<file path="src/rtl/gshare_predictor.sv">
// Fetch-stage gshare direction predictor with a speculative global history
// register, a 2-bit counter PHT and a return-address stack for JALR returns.
module gshare_predictor #(
  parameter int IDX_BITS  = 6,
  parameter int GH_SIZE   = 6,
  parameter int RAS_DEPTH = 4
) (
  input  logic                clk,
  input  logic                reset,
  input  logic                fetch_valid_i,
  input  logic [31:0]         instruction_i,
  input  logic [31:0]         pc_i,
  output logic                br_pred_o,
  output logic [31:0]         new_pc_pred_o,
  output logic [IDX_BITS-1:0] pred_idx_o,
  output logic [GH_SIZE-1:0]  pred_ghr_o,
  input  logic                res_valid_i,
  input  logic                res_taken_i,
  input  logic                res_miss_i,
  input  logic [IDX_BITS-1:0] res_idx_i,
  input  logic [GH_SIZE-1:0]  res_ghr_i
);

  localparam int PHT_SIZE = 2**IDX_BITS;
  localparam int RP = $clog2(RAS_DEPTH);
  localparam int CW = $clog2(RAS_DEPTH + 1);
  localparam logic [CW-1:0] RAS_FULL = CW'(RAS_DEPTH);

  localparam logic [6:0] OP_BRANCH = 7'b1100011;
  localparam logic [6:0] OP_JAL    = 7'b1101111;
  localparam logic [6:0] OP_JALR   = 7'b1100111;

  logic [GH_SIZE-1:0] ghr;
  logic [1:0]         pht [PHT_SIZE];
  logic [31:0]        ras [RAS_DEPTH];
  logic [RP-1:0]      top;
  logic [CW-1:0]      count;

  logic [6:0]  opcode;
  logic [2:0]  funct3;
  logic [4:0]  rd;
  logic [4:0]  rs1;
  logic [31:0] imm_b;
  logic [31:0] imm_j;
  logic [31:0] pc_next;
  logic        is_cond;
  logic        is_jal;
  logic        is_jalr;
  logic        link_rd;
  logic        link_rs1;
  logic        is_ret;
  logic        is_swap;
  logic        is_push;
  logic        taken;

  assign opcode   = instruction_i[6:0];
  assign funct3   = instruction_i[14:12];
  assign rd       = instruction_i[11:7];
  assign rs1      = instruction_i[19:15];
  assign imm_b    = {{19{instruction_i[31]}}, instruction_i[31],
                     instruction_i[7], instruction_i[30:25],
                     instruction_i[11:8], 1'b0};
  assign imm_j    = {{11{instruction_i[31]}}, instruction_i[31],
                     instruction_i[19:12], instruction_i[20],
                     instruction_i[30:21], 1'b0};
  assign pc_next  = pc_i + 32'd4;

  assign is_cond  = (opcode == OP_BRANCH) &&
                    (funct3 != 3'b010) && (funct3 != 3'b011);
  assign is_jal   = (opcode == OP_JAL);
  assign is_jalr  = (opcode == OP_JALR);
  assign link_rd  = (rd == 5'd1) || (rd == 5'd5);
  assign link_rs1 = (rs1 == 5'd1) || (rs1 == 5'd5);
  assign is_ret   = is_jalr && link_rs1 && !link_rd;
  assign is_swap  = is_jalr && link_rd && link_rs1 && (rs1 != rd);
  assign is_push  = (is_jal || is_jalr) && link_rd && !is_swap;

  // History is zero-extended to the index width before hashing.
  assign pred_idx_o = pc_i[IDX_BITS+1:2] ^ IDX_BITS'(ghr);
  assign pred_ghr_o = ghr;
  assign taken      = pht[pred_idx_o][1];

  always_comb begin
    br_pred_o     = 1'b0;
    new_pc_pred_o = pc_next;
    unique case (1'b1)
      is_cond: begin
        br_pred_o     = taken;
        new_pc_pred_o = taken ? pc_i + imm_b : pc_next;
      end
      is_jal: begin
        br_pred_o     = 1'b1;
        new_pc_pred_o = pc_i + imm_j;
      end
      is_ret && (count != '0): begin
        br_pred_o     = 1'b1;
        new_pc_pred_o = ras[top];
      end
      default: ;
    endcase
  end

  always_ff @(posedge clk or posedge reset) begin
    if (reset) begin
      ghr <= '0;
    end else if (res_miss_i && res_valid_i) begin
      ghr <= {res_ghr_i[GH_SIZE-2:0], res_taken_i};
    end else if (res_miss_i) begin
      ghr <= res_ghr_i;
    end else if (fetch_valid_i && is_cond) begin
      ghr <= {ghr[GH_SIZE-2:0], taken};
    end
  end

  always_ff @(posedge clk or posedge reset) begin
    if (reset) begin
      for (int i = 0; i < PHT_SIZE; i++) pht[i] <= 2'b10;
    end else if (res_valid_i) begin
      if (res_taken_i && pht[res_idx_i] != 2'b11)
        pht[res_idx_i] <= pht[res_idx_i] + 2'b01;
      else if (!res_taken_i && pht[res_idx_i] != 2'b00)
        pht[res_idx_i] <= pht[res_idx_i] - 2'b01;
    end
  end

  logic          ras_en;
  logic          do_push;
  logic          do_repl;
  logic          do_pop;
  logic [RP-1:0] top_inc;
  logic [RP-1:0] top_dec;

  // Speculative RAS ops are skipped in a redirect cycle; no repair is done.
  assign ras_en  = fetch_valid_i && !res_miss_i;
  assign do_push = ras_en && (is_push || (is_swap && count == '0));
  assign do_repl = ras_en && is_swap && (count != '0);
  assign do_pop  = ras_en && is_ret && (count != '0);
  assign top_inc = top + 1'b1;
  assign top_dec = top - 1'b1;

  always_ff @(posedge clk or posedge reset) begin
    if (reset) begin
      top   <= '0;
      count <= '0;
      for (int i = 0; i < RAS_DEPTH; i++) ras[i] <= '0;
    end else if (do_push) begin
      top          <= top_inc;
      ras[top_inc] <= pc_next;
      if (count != RAS_FULL) count <= count + 1'b1;
    end else if (do_repl) begin
      ras[top] <= pc_next;
    end else if (do_pop) begin
      top   <= top_dec;
      count <= count - 1'b1;
    end
  end

endmodule

</file>
<file path="config.mk">
export PLATFORM = sky130hd
export DESIGN_NAME = gshare_predictor
export DESIGN_NICKNAME = d
export VERILOG_FILES = /design/src/rtl/gshare_predictor.sv
export SDC_FILE = /design/constraint.sdc
export NUM_CORES = 1
export LEC_CHECK = 0
export ABC_CLOCK_PERIOD_IN_PS = 9800
export BUFFER_PORTS_ARGS = -buffer_cell sky130_fd_sc_hd__clkbuf_2
export CAP_MARGIN = 20
export CORE_MARGIN = 3
export CORE_UTILIZATION = 42
export DETAILED_ROUTE_END_ITERATION = 8
export GPL_TIMING_DRIVEN = 0
export HOLD_SLACK_MARGIN = 0.08
export PLACE_DENSITY = 0.63
export SYNTH_ARGS = -nofsm -noshare
export SYNTH_HDL_FRONTEND = slang
export SYNTH_SLANG_ARGS = --single-unit
</file>
<file path="constraint.sdc">
create_clock -name clk -period 9.8 [get_ports clk]
set_input_delay 0.98 -clock clk [delete_from_list [all_inputs] [get_ports clk]]
set_output_delay 0.98 -clock clk [all_outputs]
set_load 0.1 [all_outputs]
</file>
-- Yosys cells after proc, flatten, opt, wreduce, memory -nomap -nowiden
Index checks and enable logic that the tools add are counted.
- bits in registers: 267
- bits in latches: 0
- bits in writable memories: 0
- ROM bits: 0
- input bits: 82
- output and inout bits: 45
- logic and storage cells: 185
- memories: 0
- add/sub/neg operators: 9
- multipliers: 0
- divide/modulo/power cells: 0
- magnitude comparators: 7
- eq/ne operators: 14
- shift operators: 0
- muxes and demuxes: 36
- bitwise gates (word level): 5
- reduce and logical (&&, ||, !) cells: 43
- operators with widths (cell ; count):
    128-bit bitwise mux ; 4
    128-bit two-way mux ; 4
    32-bit two-way mux ; 5
    32-bit demux with 2-bit select ; 2
    32-bit one-hot mux with 3 select lines ; 1
    32-bit adder ; 2
    32-bit binary-select mux with 2-bit select ; 1
    32-bit by 3-bit adder with 32-bit output (second input constant) ; 1
    2-bit binary-select mux with 6-bit select ; 2
    1-bit logical AND ; 24
    7-bit == test (second input constant) ; 3
    6-bit two-way mux ; 3
    2-bit two-way mux ; 8
    7-bit >= comparator (second input constant) ; 2
    6-bit NOT with 7-bit output ; 2
    2-bit demux with 6-bit select ; 1
    3-bit two-way mux ; 4
    5-bit by 1-bit == test with 1-bit output (second input constant) ; 2
    5-bit by 3-bit == test with 1-bit output (second input constant) ; 2
    2-bit nonzero test ; 4
    7-bit by 1-bit < comparator with 1-bit output (second input constant) ; 1
    3-bit >= comparator (second input constant) ; 2
    3-bit by 1-bit < comparator with 1-bit output (second input constant) ; 2
    3-bit by 2-bit != test with 1-bit output (second input constant) ; 2
    other kinds (18) ; 30

-- Longest topological paths before layout
- word-level depth: 11
- depth in mapped cells: 19
- depth with buffers taken out: 16

-- Worst setup path after synthesis
Ideal clock, no wire load.
- kind: input -> output
- start point: input port pc_i[3]
- end point: output port new_pc_pred_o[3]
- arrival: 7013 ps
- required time: 8820 ps
- setup slack: 1807 ps
- stages on the path: 10
- buffers on the path: 1
- cell sequence: xnor2_1 > clkinv_1 > and2_1 > a221oi_1 > o21ai_0 > and4_4 > nor2_8 > nand2_2 > buf_6 > o311ai_0
- word-level cells in the longest chain between the ends: 7
- elaborated cells between the ends (all ways): 10
- classes of those cells: add/sub (3); mux (5); bitwise (2)
- RTL lines (element ; line ; RTL):
    start: declaration ; 12 ; input logic [31:0] pc_i,
    6-bit XOR ; 79 ; assign pred_idx_o = pc_i[IDX_BITS+1:2] ^ IDX_BITS'(ghr);
    via pred_idx_o[1] ; 15 ; output logic [IDX_BITS-1:0] pred_idx_o,
    6-bit NOT with 7-bit output (not written as such) ; 81 ; assign taken = pht[pred_idx_o][1];
    2-bit binary-select mux with 6-bit select ; 81 ;
    2-bit two-way mux (not written as such) (2 in a row) ; 81 ;
    32-bit two-way mux ; 89 ; new_pc_pred_o = taken ? pc_i + imm_b : pc_next;
    32-bit one-hot mux with 3 select lines ; 86 ; unique case (1'b1)
    end: declaration ; 14 ; output logic [31:0] new_pc_pred_o,
The timed path passes the listed nets, and every way through them passes these cells. The select of a mux whose other input is x is not followed.

-- Final worst setup path
- start point: input port pc_i[2]
- end point: output port new_pc_pred_o[4]
- word-level cells in the longest chain between the ends: 7
- elaborated cells between the ends (all ways): 10
- classes of those cells: add/sub (3); mux (5); bitwise (2)
- RTL lines (element ; line):
    6-bit XOR ; 79
    6-bit NOT with 7-bit output (not written as such) ; 81
    2-bit binary-select mux with 6-bit select ; 81
    2-bit two-way mux (not written as such) (2 in a row) ; 81
    32-bit two-way mux ; 89
    32-bit one-hot mux with 3 select lines * ; 86
Every way passes the cells marked *; elsewhere a longest branch is shown, timed or not. The select of a mux whose other input is x is not followed.

==> impl_metrics.toml <==
[run_status]
status = "finished clean"

[finish]
final_common_cell = "mux2_2"
instances_no_fill = 2304
final_cell_mix = "mux2_2, dfrtp_1, nor2_1"
fin_nets = 1897
drive_above_1_share = 0.3053
final_area_sq_mm = 0.01922
nFillCells = 3614
area.growth.synth_to_final_pct = 14.04
ff_latch_area_sq_mm = 0.006761
multi_input_area_sq_mm = 0.009514

[critical_path]
required_ns = 8.82
critPathCaptureType = "output pin"
cp_max_fo = 10
regToRegSetupSlack_ns = 5.24
start_kind = "primary input"
reg2reg_depth = 18
worstPathArrival_ns = 5.05
criticalPathCategory = "in -> out"

[yosys]
synthArstFlopShare = 1.000
synth-seq-cells = 267
yosysSeqAreaShare = 0.4013
syn_area_sq_mm = 0.01685
synth_top_cell_by_area = "dfrtp_1"
ys_types = 80
ys_top_cells_by_area = "dfrtp_1, mux2_2, dfstp_2"
syn_area_per_cell_sq_um = 10.50
synth-edff-count = 0
syn_nets = 1740
ys.flop_type = "dfrtp_1"
synth_top_area_share = 0.3015
ys_warn_count = 0
synthCells = 1605

[detailed_routing]
drc = 0
num_vias = 14019
wl_per_cell_um = 23.31
via_per_inst = 6.085
firstDrtPassIters = 5
routed_wl_mm = 53.70
antenna_left = 0
first_iter_violations = 1282

[global_route]
grt_first_pass_wirelength_mm = 82.19
grt_pass1_vias = 13923
grt_overflow = 0
grt_usage = 0.2499
grt_max_degree = 98
grt_antenna_before_repair = 1

[power]
p_per_area_mw_per_mm2 = 166.6
power_leakage_nw = 8.629
irDropWorstVdd_mv = 0.1385

[sta]
hold_viol = 0
final-setup-viol-count = 0
max-slew-margin-rel = 0.2155
worst_pin_slew_ns = 1.168
period_minus_slack_ns = 6.033
max_freq_mhz = 165.8
finalWorstSetupSlack_ns = 3.767
drv_slew = 0
rsz0062_at_grt = "no"
fin_skew_ns = 0.03274
finalCritPeriodShare = 0.6156

[worst_hold_path]
hp-class = "in -> async"

[floorplanning]
floorplan.die.width_um = 206.3
die_h_um = 206.3
core_sq_mm = 0.03910
start_util = 0.4310
die_area_sq_mm = 0.04256
num_rows = 72
io-pin-count = 127

[placement]
dpl_worst_slack_ns = 3.853
numPortBuffers = 124
dp_cells = 2249
gp_congestion = 0.9466
place_area_sq_mm = 0.01819
dpl.hpwl_mm = 40.18

[clocking]
clk_pin_slew_ns = 0.06
cts_tree = "yes"
cts_buffer_depth = 3
cts.sinks = 267
cts_hold_buf = 0
clock_latency_ns = 0.59
h-tree-depth = 1
cts_resized = 0
cts_setup_buffers = 0
numCtsBuffers = 29
clock-root-buffer = "clkbuf_16"

[run]
max-cap-violations = 0
==> synth_stat cells (11+ instances only) <==
library cell / n
a221oi_1: 15
mux2_2: 218
and2_1: 11
nor2_1: 175
clkbuf_1: 54
dfstp_2: 64
buf_2: 24
a21oi_1: 107
dfrtp_1: 203
nor2b_1: 11
a22o_1: 12
o221ai_1: 11
mux4_2: 35
a22oi_1: 36
xor2_1: 33
ha_1: 50
a21o_1: 21
mux2i_1: 22
nand4_1: 15
nand3_1: 26
o21ai_0: 57
xnor2_1: 46
inv_1: 40
nor3_1: 21
nand2_1: 98
o22ai_1: 24
==> power breakdown <==
part / switching, mW / total, mW / internal, mW
clock: 0.463 / 1.17 / 0.703
combinational: 0.503 / 0.756 / 0.253
sequential: 0.0638 / 1.28 / 1.22
total: 1.03 / 3.20 / 2.17
==> worst max-delay path: stages <==
cell       delay (ns)
clkbuf_2         0.17
buf_6            0.18
xor2_2           0.36
buf_6            0.27
mux4_1           0.57
mux2i_1          0.30
a2bb2oi_1        0.19
and4_4           0.32
nor2_8           0.08
o21ai_4          0.30
buf_6            0.21
inv_1            0.21
o221ai_1         0.35
clkbuf_2         0.53
==> per-layer routing <==
layer / vias to the layer above / track usage / part of all wire
li1: 6282 / - / -
met1: 7048 / 0.3583 / 0.44
met2: 585 / 0.3933 / 0.45
met3: 104 / 0.02977 / 0.075
met4: 0 / 0.08679 / 0.035
met5: - / 0 / 0
==> per-stage QoR <==
stage | utilization | hold slack, ns | total power, mW | TNS, ns
6_report | 0.4915 | 0.4777 | 3.201 | 0
2_1_floorplan | - | 0.4643 | 1.820 | 0
4_1_cts | 0.4914 | 0.4993 | 3.212 | 0
3_3_place_gp | 0.4634 | 0.4839 | 2.023 | -223.45
3_5_place_dp | 0.4652 | 0.4905 | 2.040 | 0
5_1_grt | 0.4915 | 0.5114 | 3.333 | 0
==> logic make-up after synthesis <==
| kind of cell | count (synthesis) | synth area share |
|---|---|---|
| AO/OA/AOI/OAI | 377 | 0.1490 |
| AND/OR/NAND/NOR | 410 | 0.1116 |
| XOR/XNOR | 80 | 0.04203 |
| flip-flops | 267 | 0.4013 |
| adder cells (fa/ha/maj) | 53 | 0.04069 |
| buffers and inverters | 133 | 0.03438 |
| multiplexers | 285 | 0.2211 |
==> how the worst max path moves through the flow <==
stage / startpoint / to / slack (ns) / depth (start not counted)
floorplan: reset / async pin / 1.57 / 1
global placement: reset / ras[53] / -1.13 / 2
detailed placement: res_idx_i[1] / register / 3.85 / 18
CTS: pc_i[2] / new_pc_pred_o[4] / 3.85 / 14
global route: pc_i[2] / new_pc_pred_o[4] / 3.67 / 14
finish: pc_i[2] / new_pc_pred_o[4] / 3.77 / 14
==> final cells by class <==
| type | count | share of cell area |
|---|---|---|
| flip-flops and latches | 267 | 0.3519 |
| clock buffers | 46 | 0.04630 |
| well taps | 518 | 0.03373 |
| multi-input cells | 1205 | 0.4951 |
| repair buffers | 126 | 0.03516 |
| plain buffers | 92 | 0.02214 |
| diodes | 1 | 0.0001302 |
| inverters | 41 | 0.008400 |
| clock inverters | 8 | 0.007162 |
No activity file was read; power rests on OpenSTA's default activity.
